`src/rtl/issue_queue_multiport_if.sv`:
```
// ---------------------------------------------------------------------------
// issue_queue_multiport_if
//
// Bundles the decode-side push bus, the issue-side pop bus and the status
// flags of the multi-issue instruction queue.
//
//   flash            : synchronous flush request (clears the queue)
//   stall            : blocks pop for this cycle; push is unaffected
//   in_data          : PUSH_W packed elements, slot 0 = oldest
//   in_data_number   : number of valid push slots (low slots)
//   out_data_number  : number of elements issue consumes this cycle
//   out_data         : POP_W oldest entries, slot 0 = head
//   out_valid        : bit i set when out_data slot i holds a live entry
//   iq_size          : occupied entries
//   iq_size_left     : free entries
//   almost_full      : free entries below the almost-full threshold
//   overflow_err     : one-cycle pulse, a push was rejected
//   underflow_err    : one-cycle pulse, a pop request was clamped
//
// Modports: master = decode/issue side, slave = the queue itself.
// ---------------------------------------------------------------------------
interface issue_queue_multiport_if #(
    parameter int DEPTH  = 8,
    parameter int PUSH_W = 4,
    parameter int POP_W  = 2,
    parameter int ELEM_W = 64
);
    localparam int CNT_W = $clog2(DEPTH + 1);
    localparam int IN_W  = $clog2(PUSH_W + 1);
    localparam int OUT_W = $clog2(POP_W + 1);

    logic                     flash;
    logic                     stall;
    logic [PUSH_W*ELEM_W-1:0] in_data;
    logic [IN_W-1:0]          in_data_number;
    logic [OUT_W-1:0]         out_data_number;
    logic [POP_W*ELEM_W-1:0]  out_data;
    logic [POP_W-1:0]         out_valid;
    logic [CNT_W-1:0]         iq_size;
    logic [CNT_W-1:0]         iq_size_left;
    logic                     almost_full;
    logic                     overflow_err;
    logic                     underflow_err;

    modport master (
        output flash, stall, in_data, in_data_number, out_data_number,
        input  out_data, out_valid, iq_size, iq_size_left, almost_full,
               overflow_err, underflow_err
    );

    modport slave (
        input  flash, stall, in_data, in_data_number, out_data_number,
        output out_data, out_valid, iq_size, iq_size_left, almost_full,
               overflow_err, underflow_err
    );
endinterface

```
`src/rtl/issue_queue_multiport.sv`:
```
// ---------------------------------------------------------------------------
// issue_queue_multiport
//
// Parametrised multi-issue instruction queue sitting between decode and
// issue. Up to PUSH_W elements are accepted per cycle (all-or-nothing against
// the free space at cycle start) and the POP_W oldest entries are always
// presented to issue, which consumes out_data_number of them per cycle.
//
// Ports:
//   clk   : core clock, rising edge
//   rst_n : asynchronous active-low reset
//   iq    : issue_queue_multiport_if.slave (push/pop buses and status)
//
// All status and output data are combinational from registered state only,
// so a pushed element becomes visible one cycle after its push.
// Full and empty are told apart by the occupancy counter, never by pointer
// equality. POP_W is expected not to exceed DEPTH.
// ---------------------------------------------------------------------------
module issue_queue_multiport #(
    parameter int DEPTH     = 8,
    parameter int PUSH_W    = 4,
    parameter int POP_W     = 2,
    parameter int ELEM_W    = 64,
    parameter int AF_THRESH = 4
) (
    input  logic clk,
    input  logic rst_n,
    issue_queue_multiport_if.slave iq
);
    localparam int PTR_W = $clog2(DEPTH);
    localparam int CNT_W = $clog2(DEPTH + 1);

    // -----------------------------------------------------------------------
    // Registered state
    // -----------------------------------------------------------------------
    logic [PTR_W-1:0] head_reg,  head_next;
    logic [PTR_W-1:0] tail_reg,  tail_next;
    logic [CNT_W-1:0] count_reg, count_next;
    logic             overflow_err_reg,  overflow_err_next;
    logic             underflow_err_reg, underflow_err_next;

    // Element storage, one register per entry (no reset on the payload)
    logic [ELEM_W-1:0] mem [DEPTH];

    // -----------------------------------------------------------------------
    // Request decode
    // -----------------------------------------------------------------------
    logic [CNT_W-1:0] push_n;
    logic [CNT_W-1:0] pop_req;
    logic [CNT_W-1:0] free_entries;
    logic             push_illegal;
    logic             push_accept;
    logic [CNT_W-1:0] push_acc_n;
    logic [CNT_W-1:0] pop_n;

    assign push_n       = CNT_W'(iq.in_data_number);
    assign pop_req      = CNT_W'(iq.out_data_number);
    assign free_entries = CNT_W'(DEPTH) - count_reg;
    // A slot count above PUSH_W cannot be honoured and is rejected outright.
    assign push_illegal = (push_n > CNT_W'(PUSH_W));

    always_comb begin
        push_accept        = 1'b0;
        push_acc_n         = '0;
        pop_n              = '0;
        overflow_err_next  = 1'b0;
        underflow_err_next = 1'b0;

        if (!iq.flash) begin
            // Space is judged before this cycle's pops: a same-cycle pop
            // never makes room for a same-cycle push.
            if (!push_illegal && (push_n <= free_entries)) begin
                push_accept = 1'b1;
                push_acc_n  = push_n;
            end else begin
                overflow_err_next = (push_n != '0);
            end

            if (!iq.stall) begin
                if (pop_req > count_reg) begin
                    pop_n              = count_reg;
                    underflow_err_next = 1'b1;
                end else begin
                    pop_n = pop_req;
                end
            end
        end
    end

    // -----------------------------------------------------------------------
    // Pointer and occupancy update; flash wins over everything else
    // -----------------------------------------------------------------------
    always_comb begin
        head_next  = head_reg + PTR_W'(pop_n);
        tail_next  = tail_reg + PTR_W'(push_acc_n);
        count_next = count_reg + push_acc_n - pop_n;
        if (iq.flash) begin
            head_next  = '0;
            tail_next  = '0;
            count_next = '0;
        end
    end

    always_ff @(posedge clk or negedge rst_n) begin
        if (!rst_n) begin
            head_reg          <= '0;
            tail_reg          <= '0;
            count_reg         <= '0;
            overflow_err_reg  <= 1'b0;
            underflow_err_reg <= 1'b0;
        end else begin
            head_reg          <= head_next;
            tail_reg          <= tail_next;
            count_reg         <= count_next;
            overflow_err_reg  <= overflow_err_next;
            underflow_err_reg <= underflow_err_next;
        end
    end

    // -----------------------------------------------------------------------
    // Push write path: each push slot targets tail + slot (wrapping modulo
    // DEPTH), so a burst crossing entry DEPTH-1 splits naturally. Slot
    // addresses within one burst are distinct because PUSH_W <= DEPTH.
    // -----------------------------------------------------------------------
    logic [PTR_W-1:0] slot_addr [PUSH_W];
    logic             slot_live [PUSH_W];

    for (genvar gi = 0; gi < PUSH_W; gi++) begin : g_slot
        assign slot_addr[gi] = tail_reg + PTR_W'(gi);
        assign slot_live[gi] = push_accept && (CNT_W'(gi) < push_acc_n);
    end

    for (genvar gi = 0; gi < DEPTH; gi++) begin : g_entry
        logic              entry_we;
        logic [ELEM_W-1:0] entry_wd;
        logic [ELEM_W-1:0] entry_reg;

        always_comb begin
            entry_we = 1'b0;
            entry_wd = '0;
            for (int s = 0; s < PUSH_W; s++) begin
                if (slot_live[s] && (slot_addr[s] == PTR_W'(gi))) begin
                    entry_we = 1'b1;
                    entry_wd = iq.in_data[s*ELEM_W +: ELEM_W];
                end
            end
        end

        always_ff @(posedge clk) begin
            if (entry_we) begin
                entry_reg <= entry_wd;
            end
        end

        assign mem[gi] = entry_reg;
    end

    // -----------------------------------------------------------------------
    // Issue-side read: slot i shows entry head + i
    // -----------------------------------------------------------------------
    for (genvar gi = 0; gi < POP_W; gi++) begin : g_read
        logic [PTR_W-1:0] rd_idx;
        assign rd_idx = head_reg + PTR_W'(gi);
        assign iq.out_data[gi*ELEM_W +: ELEM_W] = mem[rd_idx];
        assign iq.out_valid[gi] = (32'(count_reg) > gi);
    end

    // -----------------------------------------------------------------------
    // Status outputs
    // -----------------------------------------------------------------------
    assign iq.iq_size       = count_reg;
    assign iq.iq_size_left  = free_entries;
    assign iq.almost_full   = (32'(free_entries) < AF_THRESH);
    assign iq.overflow_err  = overflow_err_reg;
    assign iq.underflow_err = underflow_err_reg;

endmodule

```
`src/flat_wrapper.sv`:
```
// flat-port wrapper written by rule: the top's interface ports become plain ports
module issue_queue_multiport_flat 
#(
    parameter int DEPTH     = 8,
    parameter int PUSH_W    = 4,
    parameter int POP_W     = 2,
    parameter int ELEM_W    = 64,
    parameter int AF_THRESH = 4
)
  (clk, rst_n, iq_flash, iq_stall, iq_in_data, iq_in_data_number, iq_out_data_number, iq_out_data, iq_out_valid, iq_iq_size, iq_iq_size_left, iq_almost_full, iq_overflow_err, iq_underflow_err);
  issue_queue_multiport_if #(.DEPTH(DEPTH), .PUSH_W(PUSH_W), .POP_W(POP_W), .ELEM_W(ELEM_W)) iq_i ();
  input  logic clk;
  input  logic rst_n;
  input wire logic [$bits(iq_i.flash)-1:0] iq_flash;
  input wire logic [$bits(iq_i.stall)-1:0] iq_stall;
  input wire logic [$bits(iq_i.in_data)-1:0] iq_in_data;
  input wire logic [$bits(iq_i.in_data_number)-1:0] iq_in_data_number;
  input wire logic [$bits(iq_i.out_data_number)-1:0] iq_out_data_number;
  output wire logic [$bits(iq_i.out_data)-1:0] iq_out_data;
  output wire logic [$bits(iq_i.out_valid)-1:0] iq_out_valid;
  output wire logic [$bits(iq_i.iq_size)-1:0] iq_iq_size;
  output wire logic [$bits(iq_i.iq_size_left)-1:0] iq_iq_size_left;
  output wire logic [$bits(iq_i.almost_full)-1:0] iq_almost_full;
  output wire logic [$bits(iq_i.overflow_err)-1:0] iq_overflow_err;
  output wire logic [$bits(iq_i.underflow_err)-1:0] iq_underflow_err;
  assign iq_i.flash = iq_flash;
  assign iq_i.stall = iq_stall;
  assign iq_i.in_data = iq_in_data;
  assign iq_i.in_data_number = iq_in_data_number;
  assign iq_i.out_data_number = iq_out_data_number;
  assign iq_out_data = iq_i.out_data;
  assign iq_out_valid = iq_i.out_valid;
  assign iq_iq_size = iq_i.iq_size;
  assign iq_iq_size_left = iq_i.iq_size_left;
  assign iq_almost_full = iq_i.almost_full;
  assign iq_overflow_err = iq_i.overflow_err;
  assign iq_underflow_err = iq_i.underflow_err;
  issue_queue_multiport #(.DEPTH(DEPTH), .PUSH_W(PUSH_W), .POP_W(POP_W), .ELEM_W(ELEM_W), .AF_THRESH(AF_THRESH)) u_core (.clk(clk), .rst_n(rst_n), .iq(iq_i));
endmodule
```
`config.mk`:
```
export PLATFORM = sky130hd
export DESIGN_NAME = issue_queue_multiport_flat
export DESIGN_NICKNAME = d
export VERILOG_FILES = /design/src/rtl/issue_queue_multiport_if.sv /design/src/rtl/issue_queue_multiport.sv /design/src/flat_wrapper.sv
export SDC_FILE = /design/constraint.sdc
export NUM_CORES = 2
export LEC_CHECK = 0
export CELL_PAD_IN_SITES_DETAIL_PLACEMENT = 1
export CELL_PAD_IN_SITES_GLOBAL_PLACEMENT = 1
export CORE_AREA = 2 2 297 299
export DETAILED_ROUTE_END_ITERATION = 10
export DIE_AREA = 0 0 299 301
export PLACE_DENSITY_LB_ADDON = 0.1
export SYNTH_ARGS = -nofsm -noshare
export SYNTH_HDL_FRONTEND = slang
export SYNTH_SLANG_ARGS = --single-unit
```
`constraint.sdc`:
```
create_clock -name clk -period 13.5 [get_ports clk]
set_clock_uncertainty 0.05 [all_clocks]
set_input_delay 2.025 -clock clk [delete_from_list [all_inputs] [get_ports clk]]
set_output_delay 2.025 -clock clk [all_outputs]
set_load 0.02 [all_outputs]
```
==> impl_metrics.csv <==
group,metric,value,unit
status,status,"complete, no violations",
worst_setup_path,crit_chain,"buf_4 -> buf_4 -> mux4_2 -> mux2_2 -> clkdlybuf4s50_1",
synth,ys_top_cells_by_area,"edfxtp_1 (39%), mux4_2 (15%), nand2_1 (4.5%)",
cts,cts_root_buffer,"clkbuf_16",
synth,ys.flop_type,"edfxtp_1",
finish,final_nets,4135,
worst_hold_path,whs_endpoint,"u_core.iq.iq_size[3]$_DFF_PN0_",
worst_hold_path,hold_start,"u_core.iq.iq_size[3]$_DFF_PN0_",
synth,async_flop_share,2.29,%
floorplan,die-area,90000,um^2
synth,syn-instance-count,3772,
place,place.gp.congestion,0.923,
sta,drv_slew,0,
synth,syn_area,39800,um^2
cts,clock-sinks,524,
detailed_routing,final_antenna_net_count,0,
worst_setup_path,rr_worst_depth,13,
synth,yosysMostFrequentCell,"edfxtp_1",
power_and_ir_drop,power.leakage,0.0148,uW
cts,cts-buffers-inserted,66,
cts,clk_pin_slew,60,ps
finish,final_core_util,53.5,%
power_and_ir_drop,power_density,162,nW/um^2
sta,tns,0,ps
global_routing,grt_pass1_wl,291000,um
floorplan,initial_core_util,46.0,%
detailed_routing,drcViolationCount,0,
floorplan,die_h,301,um
worst_setup_path,start_kind,"register",
worst_setup_path,timing.critical_path.mode_cell,"buf_4",
synth,ys_ff_latch,524,
synth,ys_seq_area_share,39.4,%
sta,min_period_over_period,52.0,%
synth,synthSimpleGateAreaFrac,11.7,%
finish,fillers,9094,
detailed_routing,wl,205000,um
synth,avgSynthCellArea,10.5,um^2
sta,fmax,142,MHz
global_routing,grt.overflow.total,0,
finish,final_area,46300,um^2
floorplan,rows,108,
place,hpwl,114000,um
job,drv_cap,0,
synth,syn_nets,4058,
sta,worst_slew_pin_slew,1370,ps
sta,relSlewSlack,8.25,%
floorplan,io_pins,406,
worst_setup_path,r2r-start,"u_core.iq.iq_size[0]$_DFF_PN0_",
synth,yosys.area_share.adder,0.755,%
cts,cts_setup_buffers,0,
worst_setup_path,r2r-end,"u_core.g_entry[2].entry_reg[27]$_DFFE_PP_",
worst_setup_path,cp_top_family,"buffers and inverters",
detailed_routing,drt-initial-drc-count,6509,
worst_setup_path,path_class,"register to output port",
sta,finalCriticalPeriod,7020,ps
detailed_routing,drtPass1Iterations,7,
cts,cts_resized,0,
cts,cts_hold_buf,0,
cts,tritoncts,"done",
cts,insertion_delay,610,ps
synth,synth.largest_area_cell,"edfxtp_1",
place,port_buffers,405,
global_routing,grt_util_all_layers,44.4,%
floorplan,die_width,299,um
sta,setup_viol,0,
detailed_routing,routed-via-count,40553,
detailed_routing,via_per_inst,8.03,
synth,synth-edff-count,512,
synth,synth_top_family_by_area,"compound AO/OA/AOI/OAI gates",
synth,synth_common_cells,"edfxtp_1 (512), nand2_1 (474), nor2_1 (349), o22ai_1 (258), mux4_2 (256)",
synth,synth_compound_area_share,23.8,%
power_and_ir_drop,irDropWorstVdd,0.210,mV
sta,hold_viol_final,0,
place,place_area,44200,um^2
worst_setup_path,endpoint_kind,"output port",
worst_setup_path,slowest_delay,910,ps
worst_setup_path,critPathBufInv,3,
global_routing,antenna_found_initial,10,
finish,instances_no_fill,5052,
worst_setup_path,path_max_fanout,54,
sta,hold_slack,824,ps
synth,synth.top_cell.area_share,38.7,%
sta,grt_setup_unrepaired,"no",
worst_hold_path,hp-class,"register to register",
worst_setup_path,cp.arrival,4950,ps
worst_hold_path,hold_path_depth,3,
worst_setup_path,slowest_stage,"dfrtp_4",
cts,htreeDepth,3,
place,dpl.cell_count,4936,
global_routing,grt_pass1_vias,42206,
synth,synth.yosys.warnings,0,
synth,ys_types,73,
floorplan,core,86500,um^2
worst_setup_path,regToRegSetupSlack,7420,ps
synth,synth_xor_xnor_area_share,0.246,%
finish,syn_to_final_growth,16.3,%
worst_setup_path,critical_path_required,11430,ps
global_routing,grt_max_degree,95,
detailed_routing,wire_per_inst,40.6,um
finish,drive_gt1_share,20.4,%
cts,clockBufferDepth,3,
synth,muxShareOfSynthArea,18.1,%
finish,largest_reg_flops,512,
==> worst reg2reg max path: cells and delay by family (launching register included) <==
family                   cells  cell delay [ps]
buffers and inverters        4             2240
AND/OR/NAND/NOR              3             1070
AO/OA/AOI/OAI                3              780
adder cells (fa/ha/maj)      2              630
flip-flops                   1              580
XOR/XNOR                     1              290
==> power by group <==
part           switching (uW)  internal (uW)
clock                     751           1010
sequential                129           2070
combinational            2260           1290
==> per-stage QoR <==
step                total power [uW]  worst slack (ps)
floorplan                       4210              2180
global placement                5540              6430
detailed placement              5620              6260
CTS                             7360              6530
global route                    7620              6300
finish                          7510              6480
==> layer usage <==
layer / GRT usage, % / part of all wire, % / vias to the layer above
li1: - / - / 15234
met5: 0 / 0.049 / -
met3: 12.8 / 14 / 1248
met4: 32.0 / 8.5 / 16
met1: 54.6 / 34 / 19989
met2: 67.0 / 43 / 4066
==> cell usage in the layout, fill, tap and decap left out, types with 70 or more instances in the layout <==
cell type / n
a21oi_1: 130
a221oi_1: 82
a22o_1: 126
a22oi_1: 81
buf_4: 76
clkbuf_16: 71
clkdlybuf4s50_1: 404
edfxtp_1: 512
inv_1: 78
mux2_2: 128
mux4_2: 256
nand2_1: 464
nand3_1: 70
nor2_1: 344
nor2b_1: 73
o221ai_1: 110
o22ai_1: 258
==> worst max-delay path by stage <==
stage,to,slack (ps),start,depth (start not counted)
final,iq_out_data[2],6480,u_core.head_reg[0]$_DFF_PN0_,5
after global routing,iq_out_data[2],6300,u_core.head_reg[0]$_DFF_PN0_,5
after CTS,iq_out_data[67],6530,u_core.head_reg[0]$_DFF_PN0_,5
after detailed placement,u_core.g_entry[2].entry_reg[37]$_DFFE_PP_,6260,iq_in_data_number[0],11
after global placement,u_core.g_entry[2].entry_reg[35]$_DFFE_PP_,6430,iq_in_data_number[0],11
after floorplan,u_core.g_entry[0].entry_reg[0]$_DFFE_PP_,2180,iq_in_data_number[0],7
==> cell type report <==
class,count,area [um^2],share of cell area (%)
Inverter,80,305,0.660
Sequential cell,524,15700,33.9
Tap cell,1155,1450,3.12
Clock inverter,29,206,0.446
Multi-Input combinational cell,2695,22100,47.8
Timing Repair Buffer,482,4650,10.0
Clock buffer,85,1830,3.96
Antenna cell,2,5.00,0.0108
==> kinds of logic after synthesis <==
group	Yosys count
buf+inv	553
flops	524
fa+ha+maj	21
other cells	1
compound gates	1197
xor+xnor	9
simple gates	1083
mux	384
No activity file was read; power rests on OpenSTA's default activity.
